<file path="src/rtl/temp_ctrl_pkg.sv">
// Shared widths, menu mode encodings and saturating step helpers for the
// temperature setpoint controller.
package temp_ctrl_pkg;

  localparam int TEMP_W = 7;
  localparam int HYST_W = 4;

  typedef enum logic [1:0] {
    MODE_RUN     = 2'd0,
    MODE_EDIT_SP = 2'd1,
    MODE_EDIT_HY = 2'd2,
    MODE_RSVD    = 2'd3
  } mode_e;

  // Done in 8 bits so neither 127+1 nor 0-1 can wrap before the clamp.
  function automatic logic [7:0] sat_inc8(input logic [7:0] v, input logic [7:0] hi);
    return (v >= hi) ? hi : v + 8'd1;
  endfunction

  function automatic logic [7:0] sat_dec8(input logic [7:0] v, input logic [7:0] lo);
    return (v <= lo) ? lo : v - 8'd1;
  endfunction

endpackage

</file>
<file path="src/rtl/temp_setpoint_ctrl_key_edge_pri.sv">
// Rising-edge detector for the three key pulses with fixed priority
// key1 > key2 > key3; the output is one-hot {k1,k2,k3} or zero.
module key_edge_pri (
  input  logic       clk,
  input  logic       rst,
  input  logic       key1_in,
  input  logic       key2_in,
  input  logic       key3_in,
  output logic [2:0] rise
);

  logic [2:0] key_q;
  logic [2:0] key_d;
  logic [2:0] raw_rise;

  always_comb begin
    key_d    = {key1_in, key2_in, key3_in};
    raw_rise = key_d & ~key_q;
    rise     = 3'b000;
    // Lower-priority rises in the same clock are dropped, not deferred.
    if (raw_rise[2])      rise = 3'b100;
    else if (raw_rise[1]) rise = 3'b010;
    else if (raw_rise[0]) rise = 3'b001;
  end

  always_ff @(posedge clk) begin
    if (rst) key_q <= 3'b000;
    else     key_q <= key_d;
  end

endmodule

</file>
<file path="src/rtl/temp_setpoint_ctrl.sv">
// Menu FSM editing setpoint and hysteresis, edit timeout, hysteresis
// thermostat and display mux. The mode output is the FSM state itself.
module temp_setpoint_ctrl
  import temp_ctrl_pkg::*;
#(
  parameter int          SP_MIN       = 10,
  parameter int          SP_MAX       = 90,
  parameter int          SP_DEFAULT   = 25,
  parameter int          HYST_MAX     = 9,
  parameter int          HYST_DEFAULT = 2,
  parameter logic [23:0] TIMEOUT_CYC  = 24'd10_000_000
) (
  input  logic              clk,
  input  logic              rst,
  input  logic              key1_in,
  input  logic              key2_in,
  input  logic              key3_in,
  input  logic [TEMP_W-1:0] temp_in,
  output logic [TEMP_W-1:0] setpoint,
  output logic [HYST_W-1:0] hyst,
  output logic [1:0]        mode,
  output logic [TEMP_W-1:0] disp_val,
  output logic              heat_on,
  output logic              commit,
  output logic              timeout
);

  logic [2:0] rise;
  logic       k1, k2, k3, any_rise;

  key_edge_pri u_key_edge_pri (
    .clk     (clk),
    .rst     (rst),
    .key1_in (key1_in),
    .key2_in (key2_in),
    .key3_in (key3_in),
    .rise    (rise)
  );

  assign k1       = rise[2];
  assign k2       = rise[1];
  assign k3       = rise[0];
  assign any_rise = |rise;

  mode_e             mode_q, mode_d;
  logic [TEMP_W-1:0] setpoint_q, setpoint_d;
  logic [HYST_W-1:0] hyst_q, hyst_d;
  logic [TEMP_W-1:0] sp_edit_q, sp_edit_d;
  logic [HYST_W-1:0] hy_edit_q, hy_edit_d;
  logic [23:0]       timer_q, timer_d;
  logic              commit_q, commit_d;
  logic              timeout_q, timeout_d;
  logic              heat_q, heat_d;
  logic [TEMP_W-1:0] disp_q, disp_d;

  logic [7:0] temp_w, sp_w, hy_w, sp_e_w, hy_e_w;

  always_comb begin
    sp_e_w = {1'b0, sp_edit_q};
    hy_e_w = {4'b0, hy_edit_q};
  end

  // Menu FSM, shadow editing and edit timeout
  always_comb begin
    mode_d     = mode_q;
    setpoint_d = setpoint_q;
    hyst_d     = hyst_q;
    sp_edit_d  = sp_edit_q;
    hy_edit_d  = hy_edit_q;
    timer_d    = timer_q;
    commit_d   = 1'b0;
    timeout_d  = 1'b0;

    case (mode_q)
      MODE_RUN: begin
        timer_d = 24'd0;
        if (k1) begin
          mode_d    = MODE_EDIT_SP;
          sp_edit_d = setpoint_q;
          hy_edit_d = hyst_q;
        end
      end

      MODE_EDIT_SP: begin
        if (any_rise) begin
          timer_d = 24'd0;
          if (k1)      mode_d    = MODE_EDIT_HY;
          else if (k2) sp_edit_d = TEMP_W'(sat_inc8(sp_e_w, 8'(SP_MAX)));
          else         sp_edit_d = TEMP_W'(sat_dec8(sp_e_w, 8'(SP_MIN)));
        end else if (timer_q == TIMEOUT_CYC - 24'd1) begin
          mode_d    = MODE_RUN;
          timeout_d = 1'b1;
          timer_d   = 24'd0;
          sp_edit_d = setpoint_q;
          hy_edit_d = hyst_q;
        end else begin
          timer_d = timer_q + 24'd1;
        end
      end

      MODE_EDIT_HY: begin
        if (any_rise) begin
          timer_d = 24'd0;
          if (k1) begin
            mode_d     = MODE_RUN;
            setpoint_d = sp_edit_q;
            hyst_d     = hy_edit_q;
            commit_d   = 1'b1;
          end else if (k2) begin
            hy_edit_d = HYST_W'(sat_inc8(hy_e_w, 8'(HYST_MAX)));
          end else if (k3) begin
            hy_edit_d = HYST_W'(sat_dec8(hy_e_w, 8'd0));
          end
        end else if (timer_q == TIMEOUT_CYC - 24'd1) begin
          mode_d    = MODE_RUN;
          timeout_d = 1'b1;
          timer_d   = 24'd0;
          sp_edit_d = setpoint_q;
          hy_edit_d = hyst_q;
        end else begin
          timer_d = timer_q + 24'd1;
        end
      end

      default: begin
        mode_d  = MODE_RUN;
        timer_d = 24'd0;
      end
    endcase
  end

  // Thermostat always follows the committed values, never the shadows
  always_comb begin
    temp_w = {1'b0, temp_in};
    sp_w   = {1'b0, setpoint_q};
    hy_w   = {4'b0, hyst_q};
    heat_d = heat_q;
    if (temp_w + hy_w < sp_w)  heat_d = 1'b1;
    else if (temp_w >= sp_w)   heat_d = 1'b0;
  end

  always_comb begin
    case (mode_q)
      MODE_EDIT_SP: disp_d = sp_edit_q;
      MODE_EDIT_HY: disp_d = {3'b000, hy_edit_q};
      default:      disp_d = temp_in;
    endcase
  end

  always_ff @(posedge clk) begin
    if (rst) begin
      mode_q     <= MODE_RUN;
      setpoint_q <= TEMP_W'(SP_DEFAULT);
      hyst_q     <= HYST_W'(HYST_DEFAULT);
      sp_edit_q  <= TEMP_W'(SP_DEFAULT);
      hy_edit_q  <= HYST_W'(HYST_DEFAULT);
      timer_q    <= 24'd0;
      commit_q   <= 1'b0;
      timeout_q  <= 1'b0;
      heat_q     <= 1'b0;
      disp_q     <= '0;
    end else begin
      mode_q     <= mode_d;
      setpoint_q <= setpoint_d;
      hyst_q     <= hyst_d;
      sp_edit_q  <= sp_edit_d;
      hy_edit_q  <= hy_edit_d;
      timer_q    <= timer_d;
      commit_q   <= commit_d;
      timeout_q  <= timeout_d;
      heat_q     <= heat_d;
      disp_q     <= disp_d;
    end
  end

  assign setpoint = setpoint_q;
  assign hyst     = hyst_q;
  assign mode     = mode_q;
  assign disp_val = disp_q;
  assign heat_on  = heat_q;
  assign commit   = commit_q;
  assign timeout  = timeout_q;

endmodule

</file>
<file path="config.mk">
export PLATFORM = sky130hd
export DESIGN_NAME = temp_setpoint_ctrl
export DESIGN_NICKNAME = d
export VERILOG_FILES = /design/src/rtl/temp_ctrl_pkg.sv /design/src/rtl/temp_setpoint_ctrl_key_edge_pri.sv /design/src/rtl/temp_setpoint_ctrl.sv
export SDC_FILE = /design/constraint.sdc
export NUM_CORES = 1
export LEC_CHECK = 0
export BUFFER_PORTS_ARGS = -buffer_cell sky130_fd_sc_hd__buf_2
export CORE_UTILIZATION = 25
export DETAILED_ROUTE_END_ITERATION = 10
export PLACE_DENSITY = 0.5
export SYNTH_ARGS = -nofsm -noshare
export SYNTH_HDL_FRONTEND = slang
export SYNTH_SLANG_ARGS = --single-unit
</file>
<file path="constraint.sdc">
create_clock -name clk -period 2.2 [get_ports clk]
set_input_delay 0.33 -clock clk [delete_from_list [all_inputs] [get_ports clk]]
set_output_delay 0.33 -clock clk [all_outputs]
set_load 0.05 [all_outputs]
</file>
======== After elaboration in Yosys (flattened, before gate mapping) ========
Cells that the tools add are included.
operators by class
  add/subtract/negate cells ............... 6
  magnitude comparators ................... 6
  eq/ne operators ......................... 11
  muxes and demuxes ....................... 34
  bitwise logic cells ..................... 5
  reduce and logical (&&, ||, !) cells .... 12
operator list
  operator                 count
  $mux W7                  8
  $mux W4                  9
  $add A24 B1 Y24 const B  1
  $eq A24 B24 Y1 const B   1
  $pmux W7 S3              1
  $pmux W7 S2              1
  $mux W2                  6
  $ne A3 B3 Y1 const B     4
  $pmux W4 S3              1
  $add A7 B4 Y8            1
  $lt A8 B7 Y1             1
  $add A7 B1 Y7 const B    1
  $ge A7 B7 Y1             1
  $ge A7 B7 Y1 const B     1
  $le A7 B4 Y1 const B     1
  $sub A7 B1 Y7 const B    1
  $mux W3                  2
  $ne A2 B2 Y1 const B     3
  $pmux W2 S3              1
  $reduce_and A3 Y1        2
  $reduce_or A3 Y1         2
  $reduce_or A6 Y1         1
  $mux W1                  5
  $reduce_and A5 Y1        1
  16 further kinds         18
storage, ports and cells
  register bits ........................... 61
  bits of input ports ..................... 12
  output and inout port bits .............. 23
  word-level logic and storage cells ...... 85

======== Logic depth before layout (Yosys ltp) ========
Gate-level depths: netlist (run 1).
  word-level depth ........................ 10
  gate-level depth with buffers ........... 9
  gate-level depth less buffers ........... 9

======== Modules after synthesis ========
From an unflattened synthesis (run 1), not the netlist that was laid out.
second synthesis, totals
  cells, all modules ...................... 466
  area total of the unflattened synthesis .. 3817.4 um^2
modules (own cells, without submodules)
  module              times used  cells an instance  area an instance (um^2)  sequential area each (um^2)
  temp_setpoint_ctrl  1           456                3689.8                   1161.1
  key_edge_pri        1           10                 127.6                    60.1

======== Worst setup path after synthesis (run 1) ========
OpenSTA, ideal clock, no wires.
  kind .................................... flip-flop to flip-flop
  from .................................... register hyst_q[1] (netlist: hyst[1])
  to ...................................... register heat_q (netlist: heat_on)
  library setup time ...................... 58 ps
  arrival ................................. 2516 ps
  required time ........................... 2142 ps
  slack ................................... -373 ps
  cell stages (with the launch flop) ...... 10
  path through ............................ dfxtp_1 > ha_1 > a21o_1 > a21oi_1 > o21ai_0 > xor2_1 > ha_1 > a21o_1 > a211oi_1 > a31o_2
on the way
  word-level cells in the longest chain between the ends .. 3
  elaborated cells between the ends (all ways) .. 4
  those cells by class .................... add/sub (1); order compare (1); mux (1); reduce/logical (1)
ends and longest elaborated chain
  element                                        line                       source
  start, declared                                temp_setpoint_ctrl.sv:47   logic [HYST_W-1:0] hyst_q, hyst_d;
  start signal, assigned                         temp_setpoint_ctrl.sv:154  hyst_q <= HYST_W'(HYST_DEFAULT);
  start signal, assigned                         temp_setpoint_ctrl.sv:165  hyst_q <= hyst_d;
  $add A7 B4 Y8 *                                temp_setpoint_ctrl.sv:138  if (temp_w + hy_w < sp_w) heat_d = 1'b1;
  $lt A8 B7 Y1 *                                 temp_setpoint_ctrl.sv:138
  $mux W1 or $reduce_bool A2 Y1 (tied branches)  --
  end signal, assigned                           temp_setpoint_ctrl.sv:171  heat_q <= heat_d;
  end, declared                                  temp_setpoint_ctrl.sv:53   logic heat_q, heat_d;
Every way passes the cells marked *; elsewhere a longest branch is shown, timed or not.
A chain may end at the register's enable or synchronous reset.

======== Worst setup path after layout (run 1) ========
  from .................................... register hyst_q[0] (netlist: hyst[0])
  to ...................................... register heat_q (netlist: heat_on)
Same word-level chain as after synthesis.

==> metrics.yaml, run 1 <==
setup_path:
  crit_type: "flop to flop"
  worstSetupStartpoint: "hyst[0]"
  cp.arrival_ps: 2420
  r2r_start: "hyst[0]"
  cp-end-kind: "flop"
  cp_data_required_time_ps: 2430
  path_max_fanout: 2
  worstSetupStartpointType: "flop"
sta:
  period_minus_slack_ps: 2190
  setup-tns-final_ps: 0
  setup_viol: 0
  hold_viol_final: 0
  drv_slew: 0
  grt_setup_unrepaired: "true"
  slew_headroom_pct: 65.3
  worstMarginPinSlew_ps: 507
  fin_skew_ps: 6.46
  holdWs_ps: 244
  fin_crit_sh_pct: 99.6
  fmax_mhz: 456
yosys:
  synthAdderAreaFrac_pct: 9.59
  yosysTopAreaCellShare_pct: 31.6
  async_flop_share_pct: 0
  ys_warn_count: 0
  ys_top_cells_by_area: "dfxtp_1 (32%), ha_1 (9.1%), nor2_1 (5.4%)"
  yosysUniqueCellTypes: 63
  ys.flop_type: "dfxtp_1"
  postSynthCellCount: 488
  syn_area_per_cell_um2: 7.91
  synth-xor-area-share_pct: 5.90
  synth_top_area_cell: "dfxtp_1"
  synth-compound-area-share_pct: 20.9
  synth_top_family_by_area: "simple AND/OR/NAND/NOR gates"
  yosysSeqAreaShare_pct: 31.6
  synthMuxAreaShare_pct: 1.07
  synth-simple-area-share_pct: 25.9
  synth_nets: 529
  ys_seq_elements: 61
  synth_edf_count: 0
  syn-cell-area_mm2: 0.00386
global_routing:
  grt_pass1_wl_um: 18500
  grt_overflow: 0
  antenna_found_initial: 0
  grt_pass1_vias: 3848
  grt_max_degree: 25
  grt_use_total_pct: 14.6
floorplan:
  die-area_mm2: 0.0159
  rows: 45
  die_w_um: 126
  die-height_um: 126
  top_level_ports: 35
  start_util_pct: 25.5
  core_area_mm2: 0.0151
finish:
  finalInstanceArea_mm2: 0.00492
  antenna_cells: 0
  drive_above_1_share_pct: 25.3
  final_cell_mix: "buf_4 (61), nor2_1 (56), nand2_1 (55), dfxtp_1 (55), buf_2 (34)"
  regArea_mm2: 0.00123
  instances_no_fill: 758
  final_common_cell: "buf_4"
  multi_input_area_mm2: 0.00249
  fin_nets: 606
  area_delta_synth_final_pct: 27.5
  num-fill-cells: 1609
placed_design:
  post-dp-hpwl_um: 8430
  dp.cells: 741
  place_area_mm2: 0.00461
  place_congestion: 0.843
  io_buffer_count: 34
cts:
  cts_root_buf: "clkbuf_16"
  clock_sinks: 61
  clk_pin_slew_worst_paths_ps: 50
  cts_buffers: 9
  cts_tree: "done"
  ctsHoldBuffers: 0
  clk_path_buf_depth: 2
  htreeDepth: 3
  worst_skew_pair.late_latency_ps: 330
power:
  p_int_mw: 2.19
  p_switching_mw: 0.991
  switching_share_pct: 31.2
  p_clk_share_pct: 40.5
  combPwrFrac_pct: 21.3
  p_seq_share_pct: 38.2
  power.density_mw_per_mm2: 646
  irDropWorstVdd_mv: 0.328
  leakage_nw: 1.96
detailed_routing:
  drc: 0
  via_per_inst: 5.04
  vias: 3822
  drtPass1Iterations: 4
  ant_nets: 0
  drt_iter0_markers: 232
  routed_wirelength_um: 11200
  routedWlPerCell_um: 14.8
min_path:
  hp-class: "input port to flop"
  hold_start: "key1_in"
outcome:
  outcome: "complete, no violations"
job:
  drv_cap: 0
## what timing repair did
action | CTS | global route
pin swaps | 2 | 2
setup endpoints to repair | 1 | 7
setup buffers | 1 | 0
resized for setup | 1 | 11
## sequential cells by signal, indices dropped and copies added (netlist names)
signal / flops
timer_q: 24
disp_val: 7
setpoint: 7
sp_edit_q: 7
hy_edit_q: 4
hyst: 4
u_key_edge_pri.key_q: 3
mode: 2
commit: 1
heat_on: 1
timeout: 1
## metrics by stage
| step | total power [mW] | utilization (%) | setup slack [ps] |
|---|---|---|---|
| floorplan | 1.66 | - | -2.41 |
| global placement | 1.89 | 30.4 | -118 |
| detailed placement | 1.90 | 30.4 | -147 |
| CTS | 3.22 | 32.3 | 16.0 |
| global route | 3.35 | 32.5 | -88.6 |
| finish | 3.18 | 32.5 | 8.87 |
## synth_stat cells, types with 8 or more instances
| cell | instances |
|---|---|
| dfxtp_1 | 61 |
| nor2_1 | 56 |
| nand2_1 | 55 |
| a21oi_1 | 35 |
| ha_1 | 28 |
| clkbuf_1 | 21 |
| o21ai_0 | 20 |
| nand3_1 | 17 |
| nor3_1 | 17 |
| xor2_1 | 17 |
| inv_1 | 16 |
| or3_1 | 11 |
| and3_1 | 9 |
| xnor2_1 | 9 |
| nor2b_1 | 8 |
## worst max-delay path, cell delays in order (launching register included)
cell       delay [ps]
dfxtp_4           340
ha_2              180
fa_2              340
a21o_1            170
a21oi_2           140
nor2_1             80
xor2_1            140
ha_1              320
o2111ai_1         130
a31o_2            240
## cells by family after synthesis
| family | after synthesis |
|---|---|
| flops | 61 |
| compound gates | 117 |
| fa+ha+maj | 29 |
| xor+xnor | 26 |
| simple gates | 205 |
| mux | 4 |
| buf+inv | 46 |
## power groups by stage
stage | Combinational, mW | Clock [mW] | Sequential, mW
after floorplan | 0.396 | 0 | 1.26
after global placement | 0.659 | 0 | 1.23
after detailed placement | 0.667 | 0 | 1.23
after CTS | 0.673 | 1.33 | 1.21
after global routing | 0.751 | 1.38 | 1.22
final | 0.679 | 1.29 | 1.21
## routing by layer
metal  global-route usage, %  vias to the layer above  part of all wire, %
li1                        -                     1902                    -
met1                    17.9                     1830                   47
met2                    24.7                       70                   47
met3                    3.70                       20                  3.8
met4                    5.53                        0                  2.0
met5                       0                        -                    0
## path summary, 6_finish.rpt
| kind | end | slack [ps] | depth (start not counted) |
|---|---|---|---|
| worst max-delay path | heat_on | 9 | 9 |
| worst min-delay path | u_key_edge_pri.key_q[2] | 240 | 2 |
| worst max register to register | heat_on | 9 | 9 |
| worst min register to register | setpoint[6] | 500 | 2 |
## cell type report
| cell class | instances | share of cell area, % |
|---|---|---|
| Clock buffer | 10 | 4.65 |
| Clock inverter | 6 | 0.788 |
| Inverter | 17 | 1.32 |
| Multi-Input combinational cell | 381 | 50.6 |
| Sequential cell | 61 | 25.1 |
| Tap cell | 188 | 4.78 |
| Timing Repair Buffer | 95 | 12.8 |
No activity file was read; power rests on OpenSTA's default activity.
==> run 2: changes to the inputs <==
--- a/config.mk
+++ b/config.mk
@@ -6,9 +6,9 @@
 export NUM_CORES = 1
 export LEC_CHECK = 0
 export BUFFER_PORTS_ARGS = -buffer_cell sky130_fd_sc_hd__buf_2
-export CORE_UTILIZATION = 25
+export CORE_UTILIZATION = 40
 export DETAILED_ROUTE_END_ITERATION = 10
-export PLACE_DENSITY = 0.5
+export PLACE_DENSITY = 0.65
 export SYNTH_ARGS = -nofsm -noshare
 export SYNTH_HDL_FRONTEND = slang
 export SYNTH_SLANG_ARGS = --single-unit
==> constraint.sdc (replaced) <==
create_clock -name clk -period 2.8 [get_ports clk]
set_input_delay 0.42 -clock clk [delete_from_list [all_inputs] [get_ports clk]]
set_output_delay 0.42 -clock clk [all_outputs]
set_load 0.05 [all_outputs]
==> metrics.yaml, run 2 (same netlist as run 1, synthesis figures left out) <==
sta:
  period_minus_slack_ps: 2540  # +344 ps
  fin_skew_ps: 7.96  # +1.51 ps
  holdWs_ps: 301  # +57.9 ps
  worstMarginPinSlew_ps: 941  # +434 ps
  hold_viol_final: 0  # unchanged
  slew_headroom_pct: 37.0  # -28 points
  setup_viol: 0  # unchanged
  grt_setup_unrepaired: "false"
  setup-tns-final_ps: 0  # unchanged
  fin_crit_sh_pct: 90.5  # -9.0 points
  drv_slew: 0  # unchanged
  fmax_mhz: 394  # -14%
setup_path:
  cpPeakStageDelay_ps: 490  # +150 ps
  cp_top_family: "compound AO/OA/AOI/OAI gates"
  cp_slowest_cell: "dfxtp_1"
  cp-end-kind: "flop"
  path_buf_inv: 0  # unchanged
  path_max_fanout: 6  # +4
  cp_data_required_time_ps: 3100  # +670 ps
  cp.arrival_ps: 2840  # +420 ps
  crit_type: "flop to flop"
  worstPathCellList: "ha_1 > a21o_1 > a21oi_1 > o21ai_0 > xor2_1 > ha_1 > a21o_1 > a211oi_1 > a31o_2"
  worstSetupStartpointType: "flop"
finish:
  num-fill-cells: 941  # -42%
  fin_nets: 553  # -8.7%
  largest_reg_flops: 24  # unchanged
  final_common_cell: "dfxtp_1"
  regMostFlops: "timer_q"
  area_delta_synth_final_pct: 12.0
  final_cell_mix: "dfxtp_1 (61), nor2_1 (56), nand2_1 (55)"
  instances_no_fill: 646  # -15%
  antenna_cells: 0  # unchanged
  drive_above_1_share_pct: 13.9  # -11 points
floorplan:
  die-height_um: 100  # -21%
  core_area_mm2: 0.00928  # -39%
  die_w_um: 100  # -21%
  rows: 35  # -22%
  top_level_ports: 35  # unchanged
  die-area_mm2: 0.0100  # -37%
  start_util_pct: 41.6  # +16 points
global_routing:
  antenna_found_initial: 0  # unchanged
  grt_overflow: 0  # unchanged
  grt_max_degree: 25  # unchanged
  grt_pass1_wl_um: 16300  # -12%
  grt_use_total_pct: 20.4  # +5.8 points
  grt_pass1_vias: 3363  # -13%
job:
  drv_cap: 0  # unchanged
placed_design:
  post-dp-hpwl_um: 7120  # -16%
  io_buffer_count: 34  # unchanged
  place_congestion: 0.882  # +4.6%
  dp.cells: 630  # -15%
cts:
  cts_resized: 0  # -1
  clock_sinks: 61  # unchanged
  ctsHoldBuffers: 0  # unchanged
  postCtsSetupRepairBufs: 0  # -1
  clk_pin_slew_worst_paths_ps: 80  # +30 ps
  clk_path_buf_depth: 2  # unchanged
  htreeDepth: 3  # unchanged
  cts_tree: "done"
  worst_skew_pair.late_latency_ps: 360  # +30 ps
  cts_root_buf: "clkbuf_8"
  cts_buffers: 9  # unchanged
min_path:
  hp-class: "input port to flop"
detailed_routing:
  routed_wirelength_um: 9750  # -13%
  drtPass1Iterations: 5  # +1
  ant_nets: 0  # unchanged
  drt_iter0_markers: 201  # -13%
  via_per_inst: 5.60  # +11%
  routedWlPerCell_um: 15.1  # +2.3%
  vias: 3616  # -5.4%
  drc: 0  # unchanged
power:
  irDropWorstVdd_mv: 0.282  # -14%
  leakage_nw: 1.66  # -15%
  power.total_mw: 2.21  # -30%
  power.density_mw_per_mm2: 511  # -21%
outcome:
  outcome: "complete, no violations"
run 2: changes by cell type in the layout (fill, tap and decap cells not counted), moves of 4 or more:
cell	previous run	this run
buf_4	61	8
clkbuf_16	9	0
clkbuf_8	0	9
dfxtp_1	55	61
clkinv_2	4	0
dfxtp_2	4	0
run 2: area by class of cell:
type                            instances  area (um^2)  share of cell area [%]
Multi-Input combinational cell        381         2450                    56.6
Timing Repair Buffer                   42          230                    5.32
Clock inverter                          6         72.6                    1.68
Inverter                               17         63.8                    1.48
Tap cell                              129          161                    3.73
Sequential cell                        61         1220                    28.2
Clock buffer                           10          128                    2.95
run 2: layer usage:
layer  up-vias  GRT usage [%]  wire [um]
met5         -              0          0
met2       105           33.5       4670
met4         0           8.14        179
met3        17           3.90        454
li1       1796              -          -
met1      1698           26.3       4450
run 2: metrics by stage:
stage | instance area [um^2] | utilization (%) | worst slack (ps)
5_1_grt | 4320 | 46.6 | 169
6_report | 4320 | 46.6 | 265
4_1_cts | 4320 | 46.6 | 311
2_1_floorplan | 3860 | - | 227
3_3_place_gp | 4120 | 44.4 | 312
3_5_place_dp | 4120 | 44.4 | 227
run 2: path summary, 6_finish.rpt:
kind,from,to,slack (ps),depth (start not counted)
hold / removal,key2_in,u_key_edge_pri.key_q[1],300,2
setup / recovery,hyst[1],heat_on,260,9
hold reg to reg,timer_q[0],timer_q[0],490,1
setup reg to reg,hyst[1],heat_on,260,9
run 2: report_power, final:
part | leakage (nW) | internal, mW | total [mW] | switching [mW]
logic | 1.07 | 0.161 | 0.438 | 0.278
clock network | 0.0971 | 0.418 | 0.807 | 0.388
registers | 0.496 | 0.903 | 0.966 | 0.0631
total | 1.66 | 1.48 | 2.21 | 0.729
